File: src/rtl/decode_arbiter.sv
// rtl/decode_arbiter.sv - two-requester round-robin front end for a shared fixed-latency decoder
// One word in flight: grant in IDLE, wait DEC_LAT cycles, hold result in RESP until consumed.
module decode_arbiter #(
  parameter int DEC_LAT = 1
) (
  input  logic        clk,
  input  logic        rst_n,
  input  logic        req0_valid,
  input  logic [31:0] req0_data,
  output logic        req0_ready,
  input  logic        req1_valid,
  input  logic [31:0] req1_data,
  output logic        req1_ready,
  output logic [31:0] dec_word,
  input  logic [5:0]  dec_comp,
  input  logic [2:0]  dec_inst,
  output logic        rsp_valid,
  input  logic        rsp_ready,
  output logic        rsp_id,
  output logic [5:0]  rsp_comp,
  output logic [2:0]  rsp_inst,
  output logic        busy,
  output logic [15:0] issue_cnt
);

  typedef enum logic [1:0] {
    S_IDLE = 2'd0,
    S_WAIT = 2'd1,
    S_RESP = 2'd2
  } state_t;

  state_t      state;
  state_t      state_nxt;
  logic        ptr;
  logic [3:0]  wait_cnt;
  logic        grant_any;
  logic        grant_id;
  logic        accept;
  logic        capture;

  // A lone valid requester wins outright; the pointer only breaks ties.
  always_comb begin
    grant_any = req0_valid | req1_valid;
    grant_id  = req1_valid & (~req0_valid | ptr);
    accept    = rst_n & (state == S_IDLE) & grant_any;
    capture   = (state == S_WAIT) & (wait_cnt == 4'd1);
  end

  always_ff @(posedge clk or negedge rst_n) begin
    if (!rst_n) begin
      state <= S_IDLE;
    end else begin
      state <= state_nxt;
    end
  end

  always_comb begin
    state_nxt = state;
    case (state)
      S_IDLE: if (accept) state_nxt = S_WAIT;
      S_WAIT: if (capture) state_nxt = S_RESP;
      S_RESP: if (rsp_ready) state_nxt = S_IDLE;
      default: state_nxt = S_IDLE;
    endcase
  end

  always_comb begin
    req0_ready = accept & ~grant_id;
    req1_ready = accept & grant_id;
    rsp_valid  = (state == S_RESP);
    busy       = (state != S_IDLE);
  end

  // dec_word is written only on accept so the decoder input holds between words.
  always_ff @(posedge clk or negedge rst_n) begin
    if (!rst_n) begin
      dec_word  <= 32'd0;
      rsp_id    <= 1'b0;
      ptr       <= 1'b0;
      wait_cnt  <= 4'd0;
      issue_cnt <= 16'd0;
      rsp_comp  <= 6'd0;
      rsp_inst  <= 3'd0;
    end else begin
      if (accept) begin
        dec_word  <= grant_id ? req1_data : req0_data;
        rsp_id    <= grant_id;
        ptr       <= ~grant_id;
        wait_cnt  <= 4'(DEC_LAT);
        issue_cnt <= issue_cnt + 16'd1;
      end else if (state == S_WAIT) begin
        wait_cnt <= wait_cnt - 4'd1;
      end
      if (capture) begin
        rsp_comp <= dec_comp;
        rsp_inst <= dec_inst;
      end
    end
  end

endmodule

File: config.mk
export PLATFORM = sky130hd
export DESIGN_NAME = decode_arbiter
export DESIGN_NICKNAME = d
export VERILOG_FILES = /design/src/rtl/decode_arbiter.sv
export SDC_FILE = /design/constraint.sdc
export NUM_CORES = 1
export LEC_CHECK = 0
export CORE_MARGIN = 2
export CORE_UTILIZATION = 54
export CTS_CLUSTER_DIAMETER = 80
export DETAILED_ROUTE_END_ITERATION = 6
export DONT_BUFFER_PORTS = 1
export PLACE_DENSITY = 0.73
export SYNTH_ARGS = -nofsm -noshare
export SYNTH_HDL_FRONTEND = slang
export SYNTH_SLANG_ARGS = --single-unit
export TNS_END_PERCENT = 50
File: constraint.sdc
create_clock -name clk -period 1.75 [get_ports clk]
set_input_delay 0.175 -clock clk [delete_from_list [all_inputs] [get_ports clk]]
set_output_delay 0.175 -clock clk [all_outputs]
set_load 0.01 [all_outputs]
==> flow_summary.toml, run 1 <==
[run_status]
status = "finished, final reports clean"

[synth]
synth_edf_count = 0
synthDistinctLibCells = 37
syn_area_um2 = 3030
synth-warning-count = 0
ys_ff_latch = 65
yosysSeqAreaShare_pct = 53.7
yosysTopAreaCell = "dfrtp_1"
ys_top_cells_by_area = "dfrtp_1, mux2i_1, nand2_1, o21ai_1, xnor2_1"
synth_cells = 263
synth.most_common_cell = "dfrtp_1"
synthArstFlopShare_pct = 100
synth_common_cells = "dfrtp_1, nand2_1, mux2i_1"
synth_nets = 344
yosys.area.top_type_share_pct = 53.7
synth-main-ff-cell = "dfrtp_1"
syn_area_per_cell_um2 = 11.5

[placement]
dp_hpwl_mm = 4.04
portBuffers = 0
gp_congestion = 0.695
dpl_cell_area_um2 = 3090

[global_routing]
grt_max_degree = 66
overflow = 0
grt_antenna_before_repair = 0
first_global_vias = 1885
grt_pass1_wl_mm = 9.14
grtUsageTotal_pct = 19.0

[die]
die_area_um2 = 6220
core_area_um2 = 5470
initial_core_util_pct = 55.3
core.rowCount = 27
ios = 140
die_h_um = 78.9
die_x_um = 78.9

[timing]
rsz0062_at_grt = "no"
finalClockSkew_ns = 0.00993
hold_viol = 0
period_minus_slack_ns = 1.64
fin_setup_tns_ns = 0
tightest_slew_ns = 0.599
slew_headroom_pct = 59.8
fin_crit_sh_pct = 93.6
setup_viol = 0
final_max_slew_viol_count = 0
max_freq_ghz = 0.610

[clocking]
htreeDepth = 3
cts.clk_slew.worst_paths_ns = 0.07
cts_buffers = 9
cts_sinks = 65
insertion_delay_ns = 0.32
max-clock-path-buffers = 2
cts_tree = "built"
clockRootBuffer = "clkbuf_8"

[worst_setup_path]
r2r_start = "wait_cnt[1]"
cp-start-kind = "flop"
startpoint = "state[0]"
endpoint_kind = "primary output"
worst-path-max-fanout = 7
critical_path_class = "reg -> out"
arrival_ns = 1.46
cp.required_ns = 1.57

[power_and_ir_drop]
p_leak_nw = 1.63
power.density_nw_per_um2 = 1660
vdd_ir_drop_max_mv = 0.924

[worst_hold_path]
min_from = "req1_data[29]"
hp-class = "in -> reg"

[layout]
syn_to_final_growth_pct = 13.2
final_core_util_pct = 62.6
layout.nets = 360
diodes = 0
fin_area_um2 = 3430
layout-drive-gt1-share_pct = 14.8

[routing]
ant_nets = 0
drc = 0
wirelength_mm = 5.79
drt_iter0_markers = 54
num_vias = 1937
first_pass_iters = 4
viasPerCell = 5.44
avgRoutedWirePerCell_um = 16.3

[job]
max_cap_viol_count = 0
-- stage by stage --
step           std cells  total power [W]  worst slack (ns)  hold WS (ns)
2_1_floorplan        263          0.00411             0.335        -0.121
3_3_place_gp         328          0.00438             0.242        -0.119
3_5_place_dp         328          0.00446             0.194        -0.119
4_1_cts              356          0.00576           0.00318        0.0316
5_1_grt              356          0.00612            0.0528        0.0371
6_report             356          0.00569             0.112        0.0425
-- logic make-up (layout without fill, tap and decap cells) --
group / after synthesis / after routing / synth area share (%)
multiplexers: 41 / 41 / 13.9
XOR/XNOR: 18 / 18 / 5.20
flip-flops: 65 / 65 / 53.7
buffers and inverters: 18 / 39 / 3.76
AND/OR/NAND/NOR: 79 / 79 / 15.5
adder cells (fa/ha/maj): 3 / 3 / 1.24
AO/OA/AOI/OAI: 39 / 39 / 6.69
-- layout by cell type (no fill, tap or decap), types with 3 or more instances in the layout --
master         synthesis  final
buf_4                  5      4
xnor2_1               13     13
nand4_1                5      5
nand3_1                4      4
nor2_4                 1      3
nand2_1               41     41
dfrtp_1               65     65
o21ai_0                8      8
nor2_1                 8      7
clkbuf_8               0     10
clkbuf_1               0      3
inv_1                  6      6
ha_1                   3      3
o21ai_1               28     27
dlygate4sd3_1          0     11
mux2_2                 9      9
mux2i_1               32     32
xor2_1                 5      5
-- per-layer routing --
layer / vias up / routed length, um / track usage (%) / part of all wire, %
li1: 928 / - / - / -
met1: 931 / 2520 / 25.5 / 43
met2: 71 / 2830 / 30.2 / 49
met3: 7 / 357 / 4.55 / 6.2
met4: 0 / 79 / 7.24 / 1.4
met5: - / 0 / 0 / 0
-- critical path: stages, from the launching register on --
cell and delay [ns]:
dfrtp_1 0.43, or2_4 0.30, nor2_4 0.19, and2_1 0.22
-- worst paths after layout --
kind | endpoint | slack, ns | cells after the start
max in group asynchronous | dec_word[31] | 1.08 | 2
worst min register to register | state[0] | 0.51 | 1
min in group asynchronous | issue_cnt[13] | 0.38 | 2
worst max register to register | rsp_inst[2] | 0.19 | 5
worst max-delay path | req0_ready | 0.11 | 3
worst min-delay path | dec_word[29] | 0.04 | 2
-- sequential cells by signal, summed over array words and instances (netlist names) --
register   count
state          2
wait_cnt       4
rsp_comp       6
rsp_id         1
issue_cnt     16
ptr            1
rsp_inst       3
dec_word      32
-- where the power goes --
| part | switching (W) | internal [W] |
|---|---|---|
| logic | 0.000804 | 0.000725 |
| registers | 0.000815 | 0.00213 |
| clock network | 0.000523 | 0.000695 |
-- layout make-up --
cell class	count	area, um2
inverters	6	22.5
well taps	72	90.1
clock inverters	3	40.0
flip-flops and latches	65	1630
repair buffers	17	188
fillers	446	2040
clock buffers	13	149
multi-input cells	180	1310
-- timing repair --
| item | in CTS | in global routing |
|---|---|---|
| gates resized for setup | 1 | 2 |
| endpoints found under the hold margin | 75 | 0 |
| buffers inserted | 0 | 0 |
| endpoints found under the setup margin | 1 | 1 |
| hold buffers | 12 | 0 |
No activity file was read; power rests on OpenSTA's default activity.
==> inputs of run 2 (changes only) <==
Settings changed: CORE_ASPECT_RATIO set to 1.25, PLACE_DENSITY 0.73 to unset, PLACE_DENSITY_LB_ADDON set to 0.3.
==> run 2 against run 1 <==
Register-to-register slack lost 0.02 ns. Sequential power is essentially flat. Largest cell class unchanged. Largest power group unchanged. Clock skew decreased by 0.00093 ns. Critical endpoint is now req1_ready. Setup slack lost 0.032 ns. Wire length up 4.2%. Die area hardly changed.
==> flow_summary.toml, run 2 (same netlist as run 1, synthesis figures left out) <==
[timing]
fin_setup_tns_ns = 0
fin_crit_sh_pct = 95.4
finalClockSkew_ns = 0.00900
slew_headroom_pct = 60.3
final_max_slew_viol_count = 0
tightest_slew_ns = 0.592
setup_viol = 0
rsz0062_at_grt = "yes"
max_freq_ghz = 0.599
hold_viol = 0
period_minus_slack_ns = 1.67
whs_ns = 0.0277

[die]
die_x_um = 71.0
ios = 140
die_area_um2 = 6230
core.rowCount = 30
core_area_um2 = 5410
initial_core_util_pct = 56.0
die_h_um = 87.7

[power_and_ir_drop]
power.density_nw_per_um2 = 1740
comb_power_share_pct = 25.5
p_int_w = 0.00380
vdd_ir_drop_max_mv = 1.26
p_leak_nw = 1.64
switching_share_pct = 37.0
power_switching_w = 0.00223
seqPwrFrac_pct = 49.2
power_frac_clock_pct = 25.3

[routing]
viasPerCell = 5.52
avgRoutedWirePerCell_um = 17.4
first_pass_iters = 4
num_vias = 1915
drt_iter0_markers = 62
drc = 0
wirelength_mm = 6.03
ant_nets = 0

[placement]
dp.cells = 319
dp_hpwl_mm = 3.94
portBuffers = 0
gp_congestion = 0.696

[layout]
final_common_cell = "dfrtp_1"
final_cell_mix = "dfrtp_1, nand2_1, mux2i_1"
top_register = "dec_word"
largest_register_ff_count = 32
diodes = 0
syn_to_final_growth_pct = 14.6
regArea_um2 = 1630
layout.nets = 359
final_cell_count_no_fill = 347
n_fill_cell = 438
multi_input_area_um2 = 1320
layout-drive-gt1-share_pct = 16.3
reg.largest.list = "dec_word (32), issue_cnt (16), rsp_comp (6)"

[global_routing]
grtUsageTotal_pct = 20.4
first_global_vias = 1938
overflow = 0
grt_max_degree = 66
grt_antenna_before_repair = 0
grt_pass1_wl_mm = 9.61

[clocking]
htreeDepth = 3
cts_buffers = 9
post_cts.repair.setup_buffers = 0
cts_sinks = 65
max-clock-path-buffers = 2
cts_tree = "built"
cts.clk_slew.worst_paths_ns = 0.07
clockRootBuffer = "clkbuf_8"
insertion_delay_ns = 0.34

[worst_hold_path]
hp-class = "in -> reg"
holdPathStages = 2

[worst_setup_path]
arrival_ns = 1.50
crit_slowest_cell = "dfrtp_1"
worst-path-max-fanout = 8
path_cells = "or2_4 -> nand2b_4 -> nor2_4"
crit_family = "simple AND/OR/NAND/NOR gates"
cp.required_ns = 1.57
r2r_cells = 5
critical_path_class = "reg -> out"
cp-start-kind = "flop"
reg2reg_slack_ns = 0.17
path_buf_inv = 0
slowest_delay_ns = 0.44
cp.depth = 3
endpoint_kind = "primary output"

[job]
max_cap_viol_count = 0

[run_status]
status = "finished, final reports clean"
run 2: changes by cell type in the layout (fill, tap and decap cells not counted), sizes merged:
cell,before,now
clkbuf,13,9
clkinvlp,0,2
buf,6,5
bufinv,1,3
run 2: repair_timing:
item | in CTS | in global routing
endpoints found under the hold margin | 75 | 0
hold buffers | 12 | 0
gates resized for setup | 2 | 3
setup endpoints to repair | 2 | 10
run 2: area by class of cell:
class | count | share of cell area (%)
Tap cell | 64 | 2.31
Sequential cell | 65 | 46.8
Multi-Input combinational cell | 180 | 38.0
Inverter | 6 | 0.649
Clock buffer | 9 | 3.57
Clock inverter | 7 | 3.42
Timing Repair Buffer | 16 | 5.19
run 2: final timing paths:
path | from | endpoint
max | state[0] | req1_ready
min | req1_data[11] | dec_word[11]
max reg2reg | state[0] | dec_word[26]
min reg2reg | state[1] | state[0]
max in group asynchronous | rst_n | dec_word[8]
min in group asynchronous | rst_n | rsp_comp[3]
run 2: power by group through the flow:
stage          registers, W  logic [W]  clock network [W]
2_1_floorplan       0.00282    0.00129                  0
3_3_place_gp        0.00297    0.00139                  0
4_1_cts             0.00298    0.00153            0.00156
5_1_grt             0.00307    0.00177            0.00163
6_report            0.00297    0.00154            0.00152
3_5_place_dp        0.00300    0.00146                  0
run 2: routing by layer:
layer / wire length [um] / vias to the layer above / share of wire [%] / global-route usage (%)
met5: 0 / - / 0 / 0
li1: - / 924 / - / -
met4: 71 / 0 / 1.2 / 8.75
met3: 466 / 5 / 7.7 / 8.52
met1: 2280 / 909 / 38 / 23.2
met2: 3210 / 77 / 53 / 34.0
run 2: metrics by stage:
step           setup slack, ns  area [um2]  total power [W]  utilization (%)
4_1_cts                0.00757        3460          0.00607             64.0
5_1_grt               -0.00964        3470          0.00646             64.2
3_5_place_dp             0.170        3070          0.00445             56.8
2_1_floorplan            0.335        3030          0.00411                -
6_report                0.0797        3470          0.00603             64.2
3_3_place_gp             0.207        3070          0.00437             56.8
run 2: worst reg2reg max path, cell delays in order, from the launching register on:
cell	delay (ns)
dfrtp_1	0.44
or2_4	0.31
nand2b_4	0.23
buf_4	0.27
nand2_1	0.13
o21ai_1	0.08
==> inputs of run 3 (changes only) <==
Settings changed: REMOVE_ABC_BUFFERS set to 1.
==> run 3 against run 2 <==
Maximum frequency is 0.34% higher. Global-route usage is 1.8 points lower. First-iteration DRC count is 24% higher. Register-to-register slack worse by 0.02 ns.
==> flow_summary.toml, run 3 (same netlist as run 1, synthesis figures left out) <==
[power_and_ir_drop]
p_leak_nw = 1.63
vdd_ir_drop_max_mv = 1.00
power.density_nw_per_um2 = 1660
p_total_w = 0.00567

[clocking]
insertion_delay_ns = 0.33
cts_sinks = 65
max-clock-path-buffers = 2
clockRootBuffer = "clkbuf_8"
cts_buffers = 9
cts.clk_slew.worst_paths_ns = 0.07
htreeDepth = 3
cts_tree = "built"

[worst_setup_path]
endpoint_kind = "primary output"
critical_path_class = "reg -> out"
cp.required_ns = 1.57
cp-start-kind = "flop"
arrival_ns = 1.49
worst-path-max-fanout = 10

[routing]
drt_iter0_markers = 77
num_vias = 1898
avgRoutedWirePerCell_um = 16.3
first_pass_iters = 4
viasPerCell = 5.45
ant_nets = 0
wirelength_mm = 5.67
drc = 0

[timing]
hold_viol = 0
max_freq_ghz = 0.601
final_max_slew_viol_count = 0
slew_headroom_pct = 60.1
rsz0062_at_grt = "no"
fin_setup_tns_ns = 0
period_minus_slack_ns = 1.66
fin_crit_sh_pct = 95.1
setup_viol = 0
tightest_slew_ns = 0.595
finalClockSkew_ns = 0.0119

[global_routing]
grt_max_degree = 66
overflow = 0
grt_pass1_wl_mm = 8.91
grtUsageTotal_pct = 18.5
grt_antenna_before_repair = 0
first_global_vias = 1860

[worst_hold_path]
hp-class = "in -> reg"

[die]
die_x_um = 71.0
core.rowCount = 30
die_area_um2 = 6230
core_area_um2 = 5410
ios = 140
die_h_um = 87.7
initial_core_util_pct = 56.0

[placement]
gp_congestion = 0.755
portBuffers = 0
dp_hpwl_mm = 3.88

[layout]
reg.largest.list = "dec_word (32), issue_cnt (16), rsp_comp (6)"
diodes = 0
syn_to_final_growth_pct = 12.8
layout-drive-gt1-share_pct = 14.8
largest_register_ff_count = 32
final_common_cell = "dfrtp_1"
top_register = "dec_word"
layout.nets = 360
final_cell_mix = "dfrtp_1, nand2_1, mux2i_1"

[job]
max_cap_viol_count = 0

[run_status]
status = "finished, final reports clean"
## run 3: repair_timing
action / in CTS / in global routing
endpoints found under the hold margin: 75 / 0
endpoints found under the setup margin: 2 / 1
hold buffers: 12 / 0
buffers inserted: 0 / 2
gates resized for setup: 3 / 0
pin swaps: 0 / 1
## run 3: worst max-delay path, cell delays in order (launching register included)
cell and delay (ns):
dfrtp_1 0.44, or2_4 0.31, nand2b_4 0.23, nor2_4 0.18
## run 3: per-layer routing
layer | part of all wire [%] | global-route usage [%] | routed length, um | up-vias
li1 | - | - | - | 930
met5 | 0 | 0 | 0 | -
met3 | 9.4 | 6.90 | 532 | 7
met1 | 41 | 24.3 | 2330 | 873
met2 | 48 | 27.8 | 2730 | 88
met4 | 1.3 | 8.23 | 74 | 0
## run 3: final cells by class
| class | count | area [um2] |
|---|---|---|
| tap | 64 | 80.1 |
| clock buffer | 13 | 149 |
| inverter | 6 | 22.5 |
| multi-input combinational | 180 | 1310 |
| fill | 474 | 1990 |
| sequential | 65 | 1630 |
| timing repair buffer | 17 | 188 |
| clock inverter | 3 | 40.0 |
## run 3: worst paths after layout
path	from	endpoint	slack, ns	depth (start not counted)
worst max-delay path	state[0]	req1_ready	0.09	3
worst min-delay path	req1_data[24]	dec_word[24]	0.04	2
worst max register to register	state[0]	rsp_id	0.15	4
worst min register to register	state[1]	state[0]	0.54	1
max in group asynchronous	rst_n	dec_word[15]	1.08	2
min in group asynchronous	rst_n	issue_cnt[15]	0.37	2
## run 3: per-stage QoR
step	setup WS, ns	cell area, um2	utilization [%]	std cells	hold WS (ns)
floorplan	-1.53	2940	-	251	-0.121
global placement	0.226	3060	56.7	318	-0.119
global route	0.00727	3420	63.2	348	0.0239
detailed placement	0.191	3060	56.7	318	-0.119
finish	0.0854	3420	63.2	348	0.0384
CTS	0.00735	3400	63.0	346	0.0233
## run 3: where the power goes
group	internal [W]	total (W)	switching, W
sequential	0.00213	0.00295	0.000816
clock	0.000694	0.00122	0.000523
combinational	0.000721	0.00150	0.000783
total	0.00355	0.00567	0.00212
